[src/rtl/light_pkg.sv]
`default_nettype none
// ============================================================================
//  Module   : light_pkg
//  Purpose  : Shared definitions for the traffic-light conflict monitor:
//             lamp pattern type, the eight legal phase patterns, the all-red
//             and all-dark patterns, fault cause codes and FSM state encoding.
//             Each 12-bit pattern holds fields N,E,S,W (MSB first). Each field
//             is {green,yellow,red}.
//  Revision : 1.0 - initial release
// ============================================================================
package light_pkg;

    typedef logic [11:0] pattern_t;
    typedef logic [2:0]  fault_code_t;
    typedef logic [1:0]  state_t;

    // Legal phase patterns, in normal cycle order
    localparam pattern_t c_PAT_4111 = 12'o4111;
    localparam pattern_t c_PAT_2112 = 12'o2112;
    localparam pattern_t c_PAT_1114 = 12'o1114;
    localparam pattern_t c_PAT_1212 = 12'o1212;
    localparam pattern_t c_PAT_1411 = 12'o1411;
    localparam pattern_t c_PAT_1221 = 12'o1221;
    localparam pattern_t c_PAT_1121 = 12'o1121;
    localparam pattern_t c_PAT_2121 = 12'o2121;

    localparam pattern_t c_ALL_RED  = 12'o1111;
    localparam pattern_t c_ALL_OFF  = 12'o0000;

    // Fault causes; a lower code wins when several arise together
    localparam fault_code_t c_FC_NONE         = 3'd0;
    localparam fault_code_t c_FC_ILLEGAL_LAMP = 3'd1;
    localparam fault_code_t c_FC_MULTI_GREEN  = 3'd2;
    localparam fault_code_t c_FC_GREEN_YELLOW = 3'd3;
    localparam fault_code_t c_FC_BAD_SEQUENCE = 3'd4;
    localparam fault_code_t c_FC_SHORT_PHASE  = 3'd5;
    localparam fault_code_t c_FC_STUCK        = 3'd6;

    localparam state_t c_ST_INIT    = 2'd0;
    localparam state_t c_ST_MONITOR = 2'd1;
    localparam state_t c_ST_FAULT   = 2'd2;

endpackage
`default_nettype wire

[src/rtl/light_conflict_monitor_if.sv]
`default_nettype none
// ============================================================================
//  Module   : light_conflict_monitor_if
//  Purpose  : Signal bundle between the upstream controller / lamp drivers and
//             the conflict monitor.
//  Ports    : tick_1s, lightin, clear_fault  -> monitor
//             lamp_out, fault, fault_code    <- monitor
//             master = controller side, slave = monitor side
//  Revision : 1.0 - initial release
// ============================================================================
interface light_conflict_monitor_if;
    import light_pkg::*;

    logic        tick_1s;
    pattern_t    lightin;
    logic        clear_fault;
    pattern_t    lamp_out;
    logic        fault;
    fault_code_t fault_code;

    modport master (
        output tick_1s, lightin, clear_fault,
        input  lamp_out, fault, fault_code
    );

    modport slave (
        input  tick_1s, lightin, clear_fault,
        output lamp_out, fault, fault_code
    );

endinterface
`default_nettype wire

[src/rtl/light_pattern_check.sv]
`default_nettype none
// ============================================================================
//  Module   : light_pattern_check
//  Purpose  : Purely combinational pattern checker. Flags static conflicts in
//             the incoming pattern and illegal per-field transitions from the
//             previously accepted pattern.
//  Ports    : i_lightin       incoming pattern
//             i_prev          last accepted pattern
//             o_illegal       some field is not one-hot
//             o_multi_green   more than one field green
//             o_green_yellow  a green and a yellow are lit together
//             o_bad_seq       a field went red->green or green->non-yellow
//  Revision : 1.0 - initial release
// ============================================================================
module light_pattern_check
    import light_pkg::*;
(
    input  pattern_t i_lightin,
    input  pattern_t i_prev,
    output logic     o_illegal,
    output logic     o_multi_green,
    output logic     o_green_yellow,
    output logic     o_bad_seq
);

    logic [2:0] w_cur;
    logic [2:0] w_prv;
    logic [2:0] w_greens;
    logic       w_any_green;
    logic       w_any_yellow;

    always_comb begin
        o_illegal    = 1'b0;
        o_bad_seq    = 1'b0;
        w_greens     = 3'd0;
        w_any_green  = 1'b0;
        w_any_yellow = 1'b0;
        w_cur        = 3'b000;
        w_prv        = 3'b000;
        for (int f = 0; f < 4; f++) begin
            w_cur = i_lightin[f*3 +: 3];
            w_prv = i_prev[f*3 +: 3];
            if (!(w_cur == 3'b100 || w_cur == 3'b010 || w_cur == 3'b001))
                o_illegal = 1'b1;
            w_greens     = w_greens + {2'b00, w_cur[2]};
            w_any_green  = w_any_green  | w_cur[2];
            w_any_yellow = w_any_yellow | w_cur[1];
            // A field may only leave green through yellow, and never jump
            // straight from red to green.
            if (w_prv == 3'b001 && w_cur == 3'b100)
                o_bad_seq = 1'b1;
            if (w_prv == 3'b100 && w_cur != 3'b100 && w_cur != 3'b010)
                o_bad_seq = 1'b1;
        end
        o_multi_green  = (w_greens > 3'd1);
        o_green_yellow = w_any_green & w_any_yellow;
    end

endmodule
`default_nettype wire

[src/rtl/light_conflict_monitor.sv]
`default_nettype none
// ============================================================================
//  Module   : light_conflict_monitor
//  Purpose  : Safety monitor between a traffic-light controller and its lamps.
//             Passes legal patterns through with one clock of latency and
//             forces a flashing all-red display on any conflict, illegal
//             transition, too-short phase or stuck phase.
//  Ports    : clk   rising-edge clock
//             rst   synchronous active-high reset
//             bus   light_conflict_monitor_if.slave (tick_1s, lightin,
//                   clear_fault in; lamp_out, fault, fault_code out)
//  Revision : 1.0 - initial release
// ============================================================================
module light_conflict_monitor
    import light_pkg::*;
#(
    parameter int GREEN_MIN  = 50,
    parameter int YELLOW_MIN = 10,
    parameter int MAX_DWELL  = 70
) (
    input  wire                          clk,
    input  wire                          rst,
    light_conflict_monitor_if.slave      bus
);

    localparam logic [7:0] c_GREEN_MIN  = 8'(GREEN_MIN);
    localparam logic [7:0] c_YELLOW_MIN = 8'(YELLOW_MIN);
    localparam logic [7:0] c_MAX_DWELL  = 8'(MAX_DWELL);

    state_t      r_state;
    pattern_t    r_lamp;
    pattern_t    r_prev;
    logic        r_fault;
    fault_code_t r_code;
    logic [7:0]  r_dwell;
    logic        r_flash_on;

    logic        w_illegal;
    logic        w_multi_green;
    logic        w_green_yellow;
    logic        w_bad_seq;
    logic        w_change;
    logic        w_prev_green;
    logic        w_short;
    logic        w_stuck;
    fault_code_t w_code;

    light_pattern_check u_check (
        .i_lightin      (bus.lightin),
        .i_prev         (r_prev),
        .o_illegal      (w_illegal),
        .o_multi_green  (w_multi_green),
        .o_green_yellow (w_green_yellow),
        .o_bad_seq      (w_bad_seq)
    );

    assign w_change     = (bus.lightin != r_prev);
    assign w_prev_green = r_prev[11] | r_prev[8] | r_prev[5] | r_prev[2];
    assign w_short      = w_prev_green ? (r_dwell < c_GREEN_MIN)
                                       : (r_dwell < c_YELLOW_MIN);
    // Dwell is about to reach MAX_DWELL+1; a change on the same cycle
    // resets dwell instead, so it suppresses the watchdog.
    assign w_stuck      = bus.tick_1s & ~w_change & (r_dwell == c_MAX_DWELL);

    // Later assignments overwrite earlier ones, so the lowest code wins.
    always_comb begin
        w_code = c_FC_NONE;
        if (r_state == c_ST_MONITOR) begin
            if (w_stuck)              w_code = c_FC_STUCK;
            if (w_change && w_short)  w_code = c_FC_SHORT_PHASE;
            if (w_change && w_bad_seq) w_code = c_FC_BAD_SEQUENCE;
        end
        if (r_state != c_ST_FAULT) begin
            if (w_green_yellow) w_code = c_FC_GREEN_YELLOW;
            if (w_multi_green)  w_code = c_FC_MULTI_GREEN;
            if (w_illegal)      w_code = c_FC_ILLEGAL_LAMP;
        end
    end

    always_ff @(posedge clk) begin
        if (rst) begin
            r_state    <= c_ST_INIT;
            r_lamp     <= c_ALL_RED;
            r_prev     <= c_ALL_RED;
            r_fault    <= 1'b0;
            r_code     <= c_FC_NONE;
            r_dwell    <= 8'd0;
            r_flash_on <= 1'b1;
        end else begin
            case (r_state)
                c_ST_INIT, c_ST_MONITOR: begin
                    if (w_code != c_FC_NONE) begin
                        r_state    <= c_ST_FAULT;
                        r_fault    <= 1'b1;
                        r_code     <= w_code;
                        r_lamp     <= c_ALL_RED;
                        r_flash_on <= 1'b1;
                    end else begin
                        r_state <= c_ST_MONITOR;
                        r_lamp  <= bus.lightin;
                        r_prev  <= bus.lightin;
                        if (r_state == c_ST_INIT || w_change)
                            r_dwell <= 8'd0;
                        else if (bus.tick_1s && r_dwell != 8'hFF)
                            r_dwell <= r_dwell + 8'd1;
                    end
                end
                c_ST_FAULT: begin
                    if (bus.clear_fault) begin
                        r_state    <= c_ST_INIT;
                        r_fault    <= 1'b0;
                        r_code     <= c_FC_NONE;
                        r_lamp     <= c_ALL_RED;
                        r_flash_on <= 1'b1;
                    end else if (bus.tick_1s) begin
                        r_flash_on <= ~r_flash_on;
                        r_lamp     <= r_flash_on ? c_ALL_OFF : c_ALL_RED;
                    end
                end
                default: r_state <= c_ST_INIT;
            endcase
        end
    end

    assign bus.lamp_out   = r_lamp;
    assign bus.fault      = r_fault;
    assign bus.fault_code = r_code;

endmodule
`default_nettype wire

[src/flat_wrapper.sv]
// flat-port wrapper written by rule: the top's interface ports become plain ports
module light_conflict_monitor_flat import light_pkg::*;
#(
    parameter int GREEN_MIN  = 50,
    parameter int YELLOW_MIN = 10,
    parameter int MAX_DWELL  = 70
)
  (clk, rst, bus_tick_1s, bus_lightin, bus_clear_fault, bus_lamp_out, bus_fault, bus_fault_code);
  light_conflict_monitor_if bus_i ();
  input  wire clk;
  input  wire rst;
  input wire logic [$bits(bus_i.tick_1s)-1:0] bus_tick_1s;
  input wire logic [$bits(bus_i.lightin)-1:0] bus_lightin;
  input wire logic [$bits(bus_i.clear_fault)-1:0] bus_clear_fault;
  output wire logic [$bits(bus_i.lamp_out)-1:0] bus_lamp_out;
  output wire logic [$bits(bus_i.fault)-1:0] bus_fault;
  output wire logic [$bits(bus_i.fault_code)-1:0] bus_fault_code;
  assign bus_i.tick_1s = bus_tick_1s;
  assign bus_i.lightin = bus_lightin;
  assign bus_i.clear_fault = bus_clear_fault;
  assign bus_lamp_out = bus_i.lamp_out;
  assign bus_fault = bus_i.fault;
  assign bus_fault_code = bus_i.fault_code;
  light_conflict_monitor #(.GREEN_MIN(GREEN_MIN), .YELLOW_MIN(YELLOW_MIN), .MAX_DWELL(MAX_DWELL)) u_core (.clk(clk), .rst(rst), .bus(bus_i));
endmodule
[config.mk]
export PLATFORM = sky130hd
export DESIGN_NAME = light_conflict_monitor_flat
export DESIGN_NICKNAME = d
export VERILOG_FILES = /design/src/rtl/light_pkg.sv /design/src/rtl/light_conflict_monitor_if.sv /design/src/rtl/light_pattern_check.sv /design/src/rtl/light_conflict_monitor.sv /design/src/flat_wrapper.sv
export SDC_FILE = /design/constraint.sdc
export NUM_CORES = 1
export LEC_CHECK = 0
export CAP_MARGIN = 20
export CORE_MARGIN = 1.5
export CORE_UTILIZATION = 35
export CTS_CLUSTER_DIAMETER = 40
export DETAILED_ROUTE_END_ITERATION = 12
export PLACE_DENSITY = 0.59
export REMOVE_ABC_BUFFERS = 1
export SLEW_MARGIN = 20
export SYNTH_ARGS = -nofsm -noshare
export SYNTH_HDL_FRONTEND = slang
export SYNTH_SLANG_ARGS = --single-unit
[constraint.sdc]
create_clock -name clk -period 2.92 [get_ports clk]
set_input_delay 0.584 -clock clk [delete_from_list [all_inputs] [get_ports clk]]
set_output_delay 0.584 -clock clk [all_outputs]
set_load 0.03 [all_outputs]
Yosys cells after proc, flatten, opt, wreduce, memory -nomap -nowiden:

Cells that the tools add are included.

* shifts and indexed selects: 0
* bitwise logic cells: 15
* mux-type cells: 40
* magnitude comparators: 3
* reduce and logical (&&, ||, !) cells: 34
* add/subtract/negate cells: 4
* multipliers: 0
* eq/ne operators: 37
* div/mod/pow operators: 0

Operators by type and width (number)
* 12-bit 2-to-1 mux: 3
* 3-bit 2-to-1 mux: 10
* 3-bit by 1-bit equality test with 1-bit output (second input constant): 8
* 3-bit equality test (second input constant): 8
* 12-bit one-hot mux with 2 select lines: 1
* 1-bit 2-to-1 mux: 17
* 8-bit 2-to-1 mux: 2
* 1-bit logical AND: 15
* 3-bit inequality test (second input constant): 5
* 3-bit by 2-bit equality test with 1-bit output (second input constant): 4
* 12-bit inequality test: 1
* 3-bit by 2-bit inequality test with 1-bit output (second input constant): 4
* 10-bit 2-to-1 mux: 1
* 1-bit logical OR: 9
* 1-bit OR: 9
* 3-bit AND reduction: 3
* 8-bit by 1-bit adder with 8-bit output (second input constant): 1
* 8-bit by 7-bit equality test with 1-bit output (second input constant): 1
* 8-bit by 4-bit less-than comparator with 1-bit output (second input constant): 1
* 8-bit by 6-bit less-than comparator with 1-bit output (second input constant): 1
* 8-bit inequality test (second input constant): 1
* 3-bit one-hot mux with 2 select lines: 1
* 2-bit 2-to-1 mux: 2
* 2-bit inequality test (second input constant): 2
* other kinds (16): 23

* output and inout port bits: 16
* input port bits: 16
* register bits: 39
* word-level logic and storage cells: 140
* bits in latches: 0
* memories: 0
* RAM bits: 0
* bits in read-only memories: 0

Depth between registers and ports, before layout:

Gate-level depths: netlist of run 1.

* depth after elaboration: 20
* depth in mapped cells: 12
* depth with buffers taken out: 10

Modules after synthesis:

A second synthesis of run 1 with hierarchy kept.

* cell total of the unflattened synthesis: 295
* area, all modules: 2404.8 um2

By module, submodules not included
* light_conflict_monitor: cells each 249, area each 2078.2 um2, instances 1, seq. area each 780.7 um2
* light_pattern_check: cells each 46, area each 326.6 um2, instances 1, seq. area each 0.0 um2

Worst setup path before layout of run 1:

OpenSTA, ideal clock, no wires.

* path type: input -> register
* from: input bus_lightin[4]
* to: register u_core.r_lamp[0] (netlist: u_core.bus.lamp_out[0])
* cell stages on the path: 9
* path slack: 0.105 ns
* buffers on the path: 1
* data arrival time: 2.693 ns
* required time: 2.798 ns
* setup time: 0.122 ns
* cells stage by stage: buf_2 -> or4_4 -> a211o_1 -> o31ai_2 -> o21ai_1 -> o211ai_4 -> o211ai_2 -> or3_1 -> a221o_1

* cells in the longest elaborated chain, start to end: 18
* elaborated cells on any way between the ends: 40
* classes of those cells: eq/ne: 6; mux: 19; bitwise: 7; reduce/logical: 8

Ends and longest elaborated chain
* start, declared: line flat_wrapper.sv:13 `input wire logic [$bits(bus_i.lightin)-1:0] bus_lightin;`
* 3-bit equality test or 3-bit inequality test (tied branches): line light_pattern_check.sv:43, light_pattern_check.sv:50, light_pattern_check.sv:52
* 1-bit logical AND (on tied branches): line light_pattern_check.sv:50, light_pattern_check.sv:52
* 1-bit 2-to-1 mux or 1-bit logical AND (tied branches): line light_pattern_check.sv:50, light_pattern_check.sv:52
* 1-bit 2-to-1 mux: line light_pattern_check.sv:52 `if (w_prv == 3'b100 && w_cur != 3'b100 && w_cur != 3'b010)`
* 1-bit 2-to-1 mux: line light_pattern_check.sv:50 `if (w_prv == 3'b001 && w_cur == 3'b100)`
* 1-bit 2-to-1 mux: line light_pattern_check.sv:52
* 1-bit 2-to-1 mux: line light_pattern_check.sv:50
* 1-bit 2-to-1 mux: line light_pattern_check.sv:52
* [2 not listed]
* 3-bit 2-to-1 mux: line light_conflict_monitor.sv:68 `if (r_state == c_ST_MONITOR) begin`
* 3-bit 2-to-1 mux: line light_conflict_monitor.sv:74 `if (w_green_yellow) w_code = c_FC_GREEN_YELLOW;`
* 3-bit 2-to-1 mux: line light_conflict_monitor.sv:75 `if (w_multi_green) w_code = c_FC_MULTI_GREEN;`
* 3-bit 2-to-1 mux: line light_conflict_monitor.sv:76 `if (w_illegal) w_code = c_FC_ILLEGAL_LAMP;`
* 3-bit 2-to-1 mux (*): line light_conflict_monitor.sv:73 `if (r_state != c_ST_FAULT) begin`
* 3-bit nonzero test (*): line light_conflict_monitor.sv:92 `if (w_code != c_FC_NONE) begin`
* 12-bit 2-to-1 mux (*): line light_conflict_monitor.sv:92
* 12-bit one-hot mux with 2 select lines (*): line light_conflict_monitor.sv:90 `case (r_state)`
* end signal, assigned: line light_conflict_monitor.sv:83 `r_lamp <= c_ALL_RED;`
* end signal, assigned: line light_conflict_monitor.sv:96 `r_lamp <= c_ALL_RED;`
* end signal, assigned: line light_conflict_monitor.sv:100 `r_lamp <= bus.lightin;`
* end, declared: line light_conflict_monitor.sv:31 `pattern_t r_lamp;`

Every way passes the cells marked *; elsewhere a longest branch is shown, timed or not.
A chain may end at the register's enable or synchronous reset.

Worst setup path in the final report of run 1:

* from: input bus_lightin[3]
* to: register u_core.r_lamp[0] (netlist: u_core.bus.lamp_out[0])

Same word-level chain as after synthesis.

==> run metrics, run 1 <==
status finished clean; share of layout cells above drive strength 1 21.4%; vias per cell 5.53; Core Region 6310 um2; Seq cells post-synth 39; period utilization 98.2%; most frequent cells in the layout buf_4 (46), dfxtp_1 (39), a21oi_1 (34); Setup violations, final 0; most common cell after layout, fill and taps aside buf_4; r2r worst-path depth 9; relative slew slack 58.1%; max_cap viols 0; Tot GR Track Use 19.2%; final total power 1640 uW; Final Skew 4.29 ps; P_leak 0.00122 uW; die width 83.5 um; Ant. Diodes 0; Clock Latency Late Sink 300 ps; HPWL Detailed 4870 um; asr flop ratio synth 0%; M3 GR Usage 2.67%; Finished Core Util 49.4%; Critical Path AT 3050 ps; FF-to-FF setup slack 280 ps; GP Congestion 0.857; CTS Hold Bufs 0; ys flop type dfxtp_1; vias 2341; largest net degree at the start of global routing 28; grt ovf 0; worst min-delay path startpoint u_core.bus.lamp_out[7]; Mean Syn Cell Area 8.13 um2; Worst Setup Start Kind input pin; GR peak layer met2; PortBufs 31; Synth Cell Area 2270 um2; maximum VDD drop 0.367 mV; CP Data Required Time 3110 ps; Slew Limit Fails 0; Num CTS Buffers 5; final hold violation count 0; Yosys warnings 0; row count 29; post-route ant nets 0; PD cells 524 nW/um2; Distinct cells, synth 57; initial core utilization 35.9%; die area 6970 um2; RSZ-0062 raised after global routing true; Seq/Total Area, Yosys 34.4%; Mapped Cells 279; worst hold path type reg2reg; clk sinks 39; Worst Hold Depth 2; 1st-iter DRT viols 93; P&R area growth vs syn 37.7%; Post-Route WL 6570 um; Yosys top cell area share 34.4%; Die Height 83.5 um; CTS tree done; Synth area leaders dfxtp_1 (34%), a21oi_1 (7.5%), nand3_1 (5.1%), xor2_1 (4.6%), nand2_1 (4.0%); DR WL/cell 15.5 um; M2 GR Usage 29.4%; Worst setup EP type flop; EDFF count, synth 0; Bufs on Longest Clock Path 2; CP max FO 7; r2r endpoint u_core.bus.lamp_out[0]; DRC Markers 0; GR Layer Usage met1 27.6%; antenna violations before repair 0; global-route wire length before repair 10800 um; count of nets after finishing 365; Highest Clock Rate 349 MHz; Initial DRT Pass Iterations 4; vias in the first global route 2251; FILL cells 610; H-tree Lvls 2; clock transition at the registers of the reported paths 90 ps; Slew @ Worst Pin 622 ps; I/O pin cnt 32; Crit Path Category in2reg; Clock Root Buffer clkbuf_8; Synth area leader dfxtp_1; RR Startpoint u_core.r_prev[2]; final hold slack 461 ps; Period minus WS final 2870 ps; Hold Path End u_core.bus.lamp_out[7]
[Yosys cell counts (all sizes together), types with 3 or more instances]
| cell | count |
|---|---|
| dfxtp | 39 |
| a21oi | 34 |
| nand2 | 24 |
| nand3 | 23 |
| nor2 | 17 |
| o21ai | 12 |
| xor2 | 12 |
| inv | 11 |
| clkbuf | 10 |
| buf | 8 |
| nand4 | 6 |
| o31ai | 6 |
| or4 | 5 |
| nor4 | 4 |
| o211ai | 4 |
| or3 | 4 |
| xnor2 | 4 |
| a221o | 3 |
| a22oi | 3 |
| a31oi | 3 |
| and3 | 3 |
| ha | 3 |
| nand2b | 3 |
| nor2b | 3 |
| nor3 | 3 |
| nor4b | 3 |
[power by group]
group	internal [uW]	leakage, uW	switching, uW
Sequential	580	0.000318	58.2
Clock	281	0.0000618	215
Combinational	222	0.000836	279
[registers in the layout, indices dropped and copies added, names as in the netlist]
register,cells
u_core.bus.lamp_out,12
u_core.r_state,2
u_core.bus.fault,1
u_core.r_flash_on,1
u_core.r_dwell,8
u_core.r_prev,12
u_core.bus.fault_code,3
[worst max path at each step]
stage                                   to  slack [ps]           start  cells past startpoint
floorplan                u_core.r_dwell[6]          90  bus_lightin[1]                      8
global placement    u_core.bus.lamp_out[0]        -460  bus_lightin[4]                     11
detailed placement  u_core.bus.lamp_out[0]        -480  bus_lightin[4]                     11
CTS                 u_core.bus.lamp_out[0]          40  bus_lightin[3]                     10
global route             u_core.r_dwell[1]         -20  bus_lightin[3]                     13
finish              u_core.bus.lamp_out[0]          50  bus_lightin[3]                     10
[critical path, cell delays in order]
cell and delay, ps:
clkdlybuf4s50_1 410, buf_4 160, o21bai_1 180, a22oi_2 190, o311ai_1 160, nor3_2 230
a31o_2 290, o211ai_4 140, or3_1 410, a221o_1 300
[kinds of logic after synthesis]
group,count (synthesis),share of synthesized area [%]
compound gates,80,24.8
flops,39,34.4
simple gates,110,26.4
fa+ha+maj,4,2.54
buf+inv,30,5.63
xor+xnor,16,6.18
[per-stage QoR]
| step | std cells | cell area [um2] | setup slack, ps | setup TNS, ps |
|---|---|---|---|---|
| 2_1_floorplan | 261 | 2180 | 93.3 | 0 |
| 3_3_place_gp | 412 | 2910 | -455 | -11710 |
| 3_5_place_dp | 412 | 2910 | -482 | -13370 |
| 4_1_cts | 423 | 3110 | 37.3 | 0 |
| 5_1_grt | 423 | 3120 | -22.4 | -86.1 |
| 6_report | 423 | 3120 | 53.2 | 0 |
[layout make-up]
type / instances / area, um2 / area share (%)
Clock buffer: 6 / 82.6 / 2.65
Clock inverter: 2 / 38.8 / 1.24
Inverter: 12 / 45.0 / 1.44
Multi-Input combinational cell: 210 / 1430 / 45.8
Sequential cell: 39 / 781 / 25.0
Tap cell: 77 / 96.3 / 3.09
Timing Repair Buffer: 77 / 648 / 20.8
[routing by layer]
layer	share of wire (%)	vias up
met2	43	65
met5	0	-
li1	-	1159
met3	5.9	10
met1	49	1107
met4	1.8	0
[what timing repair did]
item,4_1_cts,5_1_grt
buffers inserted,3,0
endpoints found under the setup margin,34,34
resized for setup,17,5
pin swaps,15,3
(Power assumes the default switching activity.)
==> run 2, diff against run 1 <==
- MAX_ROUTING_LAYER: default -> met4
==> run 2 against run 1 <==
Net effect: core utilization increased by 1.3 points; cell count increased by 0.71%; clock-buffer cell count decreased by 1; critical endpoint is now u_core.r_dwell[2].
==> run metrics, run 2 (synthesized netlist as in run 1, its figures left out) <==
Ant. Diodes 0; Slew Limit Fails 0; net switching power 567 uW; vias in the first global route 2293; r2r worst-path depth 7; share of layout cells above drive strength 1 24.1%; DR WL/cell 16.2 um; FF-to-FF setup slack 370 ps; DRC Markers 0; CTS tree done; worst hold path type reg2reg; I/O pin cnt 32; row count 29; initial core utilization 35.9%; Die Height 83.5 um; P&R area growth vs syn 41.3%; dpl ws -512 ps; count of nets after finishing 368; post-route ant nets 0; clk sinks 39; crit path to u_core.r_dwell[2]; final hold slack 456 ps; grt ovf 0; CP Data Required Time 3160 ps; most common cell after layout, fill and taps aside buf_4; Worst Setup Start Kind input pin; Post-Place Cell Area 2920 um2; largest net degree at the start of global routing 28; Period minus WS final 2830 ps; die area 6970 um2; worst setup margin 94.0 ps; period utilization 96.8%; M2 GR Usage 29.6%; GR Layer Usage met1 29.2%; antenna violations before repair 0; Tot GR Track Use 20.6%; most frequent cells in the layout buf_4 (46), dfxtp_1 (39), a21oi_1 (33); RSZ-0062 raised after global routing true; Highest Clock Rate 354 MHz; CP max FO 5; Crit Path Category in2reg; PortBufs 31; maximum VDD drop 0.312 mV; relative slew slack 61.7%; Setup violations, final 0; Worst setup EP type flop; GR peak layer met2; register share of total power 39.1%; Slew @ Worst Pin 569 ps; Clk pwr share 29.2%; CP startpoint bus_lightin[4]; status finished clean; Post-Route WL 6910 um; HPWL Detailed 4780 um; Core Region 6310 um2; PD cells 512 nW/um2; max_cap viols 0; Bufs on Longest Clock Path 2; Layout Cell Area excl Fill 3200 um2; r2r endpoint u_core.r_dwell[2]; vias 2375; Clock Latency Late Sink 300 ps; 1st-iter DRT viols 117; RR Startpoint u_core.r_prev[2]; combinational share of power 31.7%; clock transition at the registers of the reported paths 90 ps; die width 83.5 um; Cells after DPL 413; setup tns final 0 ps; final hold violation count 0; Internal 1070 uW; CTS Hold Bufs 0; P_leak 0.00126 uW; global-route wire length before repair 11300 um; M3 GR Usage 3.17%; Sw Ratio 34.5%; vias per cell 5.58; Critical Path AT 3070 ps; Num CTS Buffers 5; Initial DRT Pass Iterations 4; Final Skew 8.13 ps; Clock Root Buffer clkbuf_8; H-tree Lvls 2; GP Congestion 0.887; Cell Count, Final, Fillers Out 426
[run 2: cell type report]
| cell class | instances | area, um2 |
|---|---|---|
| clock buffer | 5 | 68.8 |
| clock inverter | 3 | 47.5 |
| fill | 623 | 3110 |
| inverter | 12 | 45.0 |
| multi-input combinational | 210 | 1480 |
| sequential | 39 | 781 |
| tap | 77 | 96.3 |
| timing repair buffer | 80 | 684 |
[run 2: worst max-delay path, stage by stage]
cell	delay, ps
dlygate4sd2_1	270
buf_4	160
buf_4	150
nor4b_4	270
a31oi_1	80
o32ai_2	190
nor3_2	100
buf_4	160
a31oi_4	260
o2111ai_4	180
or4_4	530
a21oi_2	140
[run 2: stage by stage]
stage	utilization, %	power (uW)
after global routing	50.7	1730
after detailed placement	46.3	1120
after CTS	49.5	1630
final	50.7	1640
after floorplan	-	893
after global placement	46.3	1120
[run 2: how the worst min path moves through the flow]
| stage | from | endpoint | slack, ps | cells past startpoint |
|---|---|---|---|---|
| after floorplan | u_core.r_prev[4] | u_core.r_prev[4] | 460 | 2 |
| after global placement | u_core.bus.lamp_out[10] | u_core.bus.lamp_out[10] | 450 | 2 |
| after detailed placement | u_core.bus.lamp_out[11] | u_core.bus.lamp_out[11] | 450 | 2 |
| after CTS | u_core.bus.lamp_out[11] | u_core.bus.lamp_out[11] | 460 | 2 |
| after global routing | u_core.bus.lamp_out[4] | u_core.bus.lamp_out[4] | 490 | 2 |
| final | u_core.bus.lamp_out[11] | u_core.bus.lamp_out[11] | 460 | 2 |
[run 2: repair_timing]
action,in CTS,in global routing
setup endpoints to repair,34,37
resized for setup,19,16
pin swaps,13,13
setup buffers,4,1
[run 2: power groups by stage]
stage                     clock network, uW  logic, uW  registers [uW]
after floorplan                           0        222             671
after global placement                    0        468             647
after detailed placement                  0        474             648
after CTS                               490        506             637
after global routing                    506        570             650
final                                   479        521             641
[run 2: metal layers]
| layer | share of wire [%] | routed length [um] |
|---|---|---|
| met5 | 0 | 0 |
| met2 | 45 | 3090 |
| met4 | 2.1 | 146 |
| met3 | 5.4 | 373 |
| met1 | 48 | 3300 |
==> run 3, diff against run 2 <==
- SYNTH_HIERARCHICAL: default -> 1
==> run 3 against run 2 <==
Net effect: core utilization shrank 0.86 points; sequential share of layout area decreased by 1.1 points; non-clock buffer count rose by 9; cell area is 4.6% higher; die area increased by 5.8%; maximum frequency is 0.88% higher.
==> run metrics, run 3 <==
P_leak 0.00122 uW; Yosys top cell area share 32.5%; HPWL Detailed 5460 um; Num CTS Buffers 5; CP dominant cell by count or4_4; H-tree Lvls 2; Worst Setup Start Kind input pin; Worst Hold Depth 2; dpl ws -659 ps; Setup violations, final 0; Distinct cells, synth 58; status finished clean; Mean Syn Cell Area 8.15 um2; WP depth 10; crit path buf inv count 1; CTS tree done; RSZ-0062 raised after global routing true; Worst path slowest cell or4_4; period utilization 95.9%; Post-Route WL 7520 um; initial core utilization 35.8%; die width 85.9 um; P&R area growth vs syn 39.3%; die area 7380 um2; crit-path leading delay family simple AND/OR/NAND/NOR gates; most common cell after layout, fill and taps aside buf_4; Seq/Total Area, Yosys 32.5%; Clk pwr share 34.1%; asr flop ratio synth 0%; CTS Hold Bufs 0; Clock Root Buffer clkbuf_8; crit-path max cell delay 530 ps; Layout Cell Area excl Fill 3350 um2; Clock Latency Late Sink 300 ps; Yosys warnings 6; largest net degree at the start of global routing 39; clk sinks 39; DR WL/cell 16.5 um; Slew @ Worst Pin 727 ps; Die Height 85.9 um; CP Cell Sequence clkdlybuf4s15_2 > or4b_4 > o31ai_2 > or4_4 > nor4b_2 > and3_1 > a22oi_2 > o21ai_4 > or4_4 > a221oi_2; final hold violation count 0; I/O pin cnt 32; FILL cells 636; r2r worst-path depth 9; PD cells 341 nW/um2; CP Data Required Time 3140 ps; 1st-iter DRT viols 179; share of layout cells above drive strength 1 26.6%; antenna violations before repair 0; relative slew slack 51.6%; Seq cells post-synth 39; grt ovf 0; area of the multi-input gates 1570 um2; Sw Ratio 29.3%; CP max FO 7; Core Region 6720 um2; EDFF count, synth 0; Period minus WS final 2800 ps; max_cap viols 0; Bufs on Longest Clock Path 2; Slew Limit Fails 0; Critical Path AT 3020 ps; GP Congestion 0.926; post-route ant nets 0; Worst setup EP type flop; PortBufs 31; Initial DRT Pass Iterations 4; ys flop type dfxtp_1; Ant. Diodes 0; vias in the first global route 2479; global-route wire length before repair 12200 um; DRC Markers 0; Final Skew 12.0 ps; Synth Cell Area 2400 um2; Post-Place Cell Area 3170 um2; setup tns final 0 ps; worst setup margin 119 ps; net switching power 335 uW; maximum VDD drop 0.156 mV; combinational share of power 18.3%; most frequent cells in the layout buf_4 (52), dfxtp_1 (39), a21oi_1 (31); vias per cell 5.66; Tot GR Track Use 21.5%; Seq. cell area 781 um2; worst hold path type reg2reg; Mapped Cells 295; Internal 807 uW; vias 2580; Crit Path Category in2reg; synth cell count leaders dfxtp_1 (39), a21oi_1 (31), nand3_1 (24), o21ai_0 (20), nor2_1 (19); clock transition at the registers of the reported paths 90 ps; count leader, synth dfxtp_1; Synth area leaders dfxtp_1 (32%), a21oi_1 (6.5%), xnor2_1 (5.1%), nand3_1 (5.0%), o21ai_0 (4.2%); Synth area leader dfxtp_1; row count 30; Highest Clock Rate 357 MHz; register share of total power 47.6%; count of nets after finishing 395
[run 3: cell types whose count changed in the layout (fill, tap and decap cells not counted), sizes merged, moves of 6 or more]
cell   delta
xor2      -9
xnor2    +11
nand2     -6
buf      +12
o21ai    +11
[run 3: power by group through the flow]
| stage | logic [uW] | registers [uW] | clock network (uW) |
|---|---|---|---|
| 3_5_place_dp | 199 | 556 | 0 |
| 3_3_place_gp | 197 | 555 | 0 |
| 5_1_grt | 225 | 545 | 427 |
| 4_1_cts | 205 | 543 | 399 |
| 2_1_floorplan | 64.1 | 567 | 0 |
| 6_report | 209 | 544 | 389 |
[run 3: what timing repair did]
item                       in CTS  in global routing
pin swaps                      10                  7
buffers inserted                4                  0
setup endpoints to repair      39                 29
resized for setup              41                  6
[run 3: logic make-up (layout without fill, tap and decap cells)]
group           count (synthesis)  count (layout)  share of synthesized area [%]
simple gates                  108             108                           26.2
compound gates                 98              98                           27.3
flops                          39              39                           32.5
buf+inv                        28             109                           4.79
xor+xnor                       18              18                           6.87
fa+ha+maj                       4               4                           2.39
[run 3: path summary, 6_finish.rpt]
| check | start | slack, ps | end |
|---|---|---|---|
| min | u_core/bus.lamp_out[2] | 460 | u_core/bus.lamp_out[2] |
| max reg2reg | u_core/r_prev[8] | 190 | u_core/r_dwell[6] |
| max | bus_lightin[6] | 120 | u_core/r_dwell[6] |
| min reg2reg | u_core/bus.lamp_out[2] | 460 | u_core/bus.lamp_out[2] |
[run 3: routing by layer]
metal / vias to the layer above / track usage (%) / wire (um)
met3: 7 / 2.98 / 360
met2: 62 / 33.7 / 3520
met1: 1225 / 29.8 / 3600
met5: - / - / 0
met4: 0 / 3.81 / 30
li1: 1286 / - / -
[run 3: metrics by stage]
| step | instances | total power (uW) | hold slack, ps | util (%) |
|---|---|---|---|---|
| finish | 456 | 1140 | 457 | 49.9 |
| global route | 456 | 1200 | 479 | 49.9 |
| CTS | 456 | 1150 | 461 | 49.5 |
| detailed placement | 444 | 754 | 445 | 47.2 |
| global placement | 444 | 752 | 441 | 47.2 |
| floorplan | 279 | 631 | 479 | - |
[run 3: tightest hold or removal path, cell delays in order (launching register included)]
cell,delay [ps]
dfxtp_1,320
nand2_1,50
a21oi_1,50
[run 3: cell type report]
cell class              count  share of cell area, %
repair buffers             89                   22.7
clock inverters             3                  0.747
flip-flops and latches     39                   23.3
inverters                  12                   1.34
multi-input cells         228                   46.9
well taps                  80                   2.99
clock buffers               5                   2.05
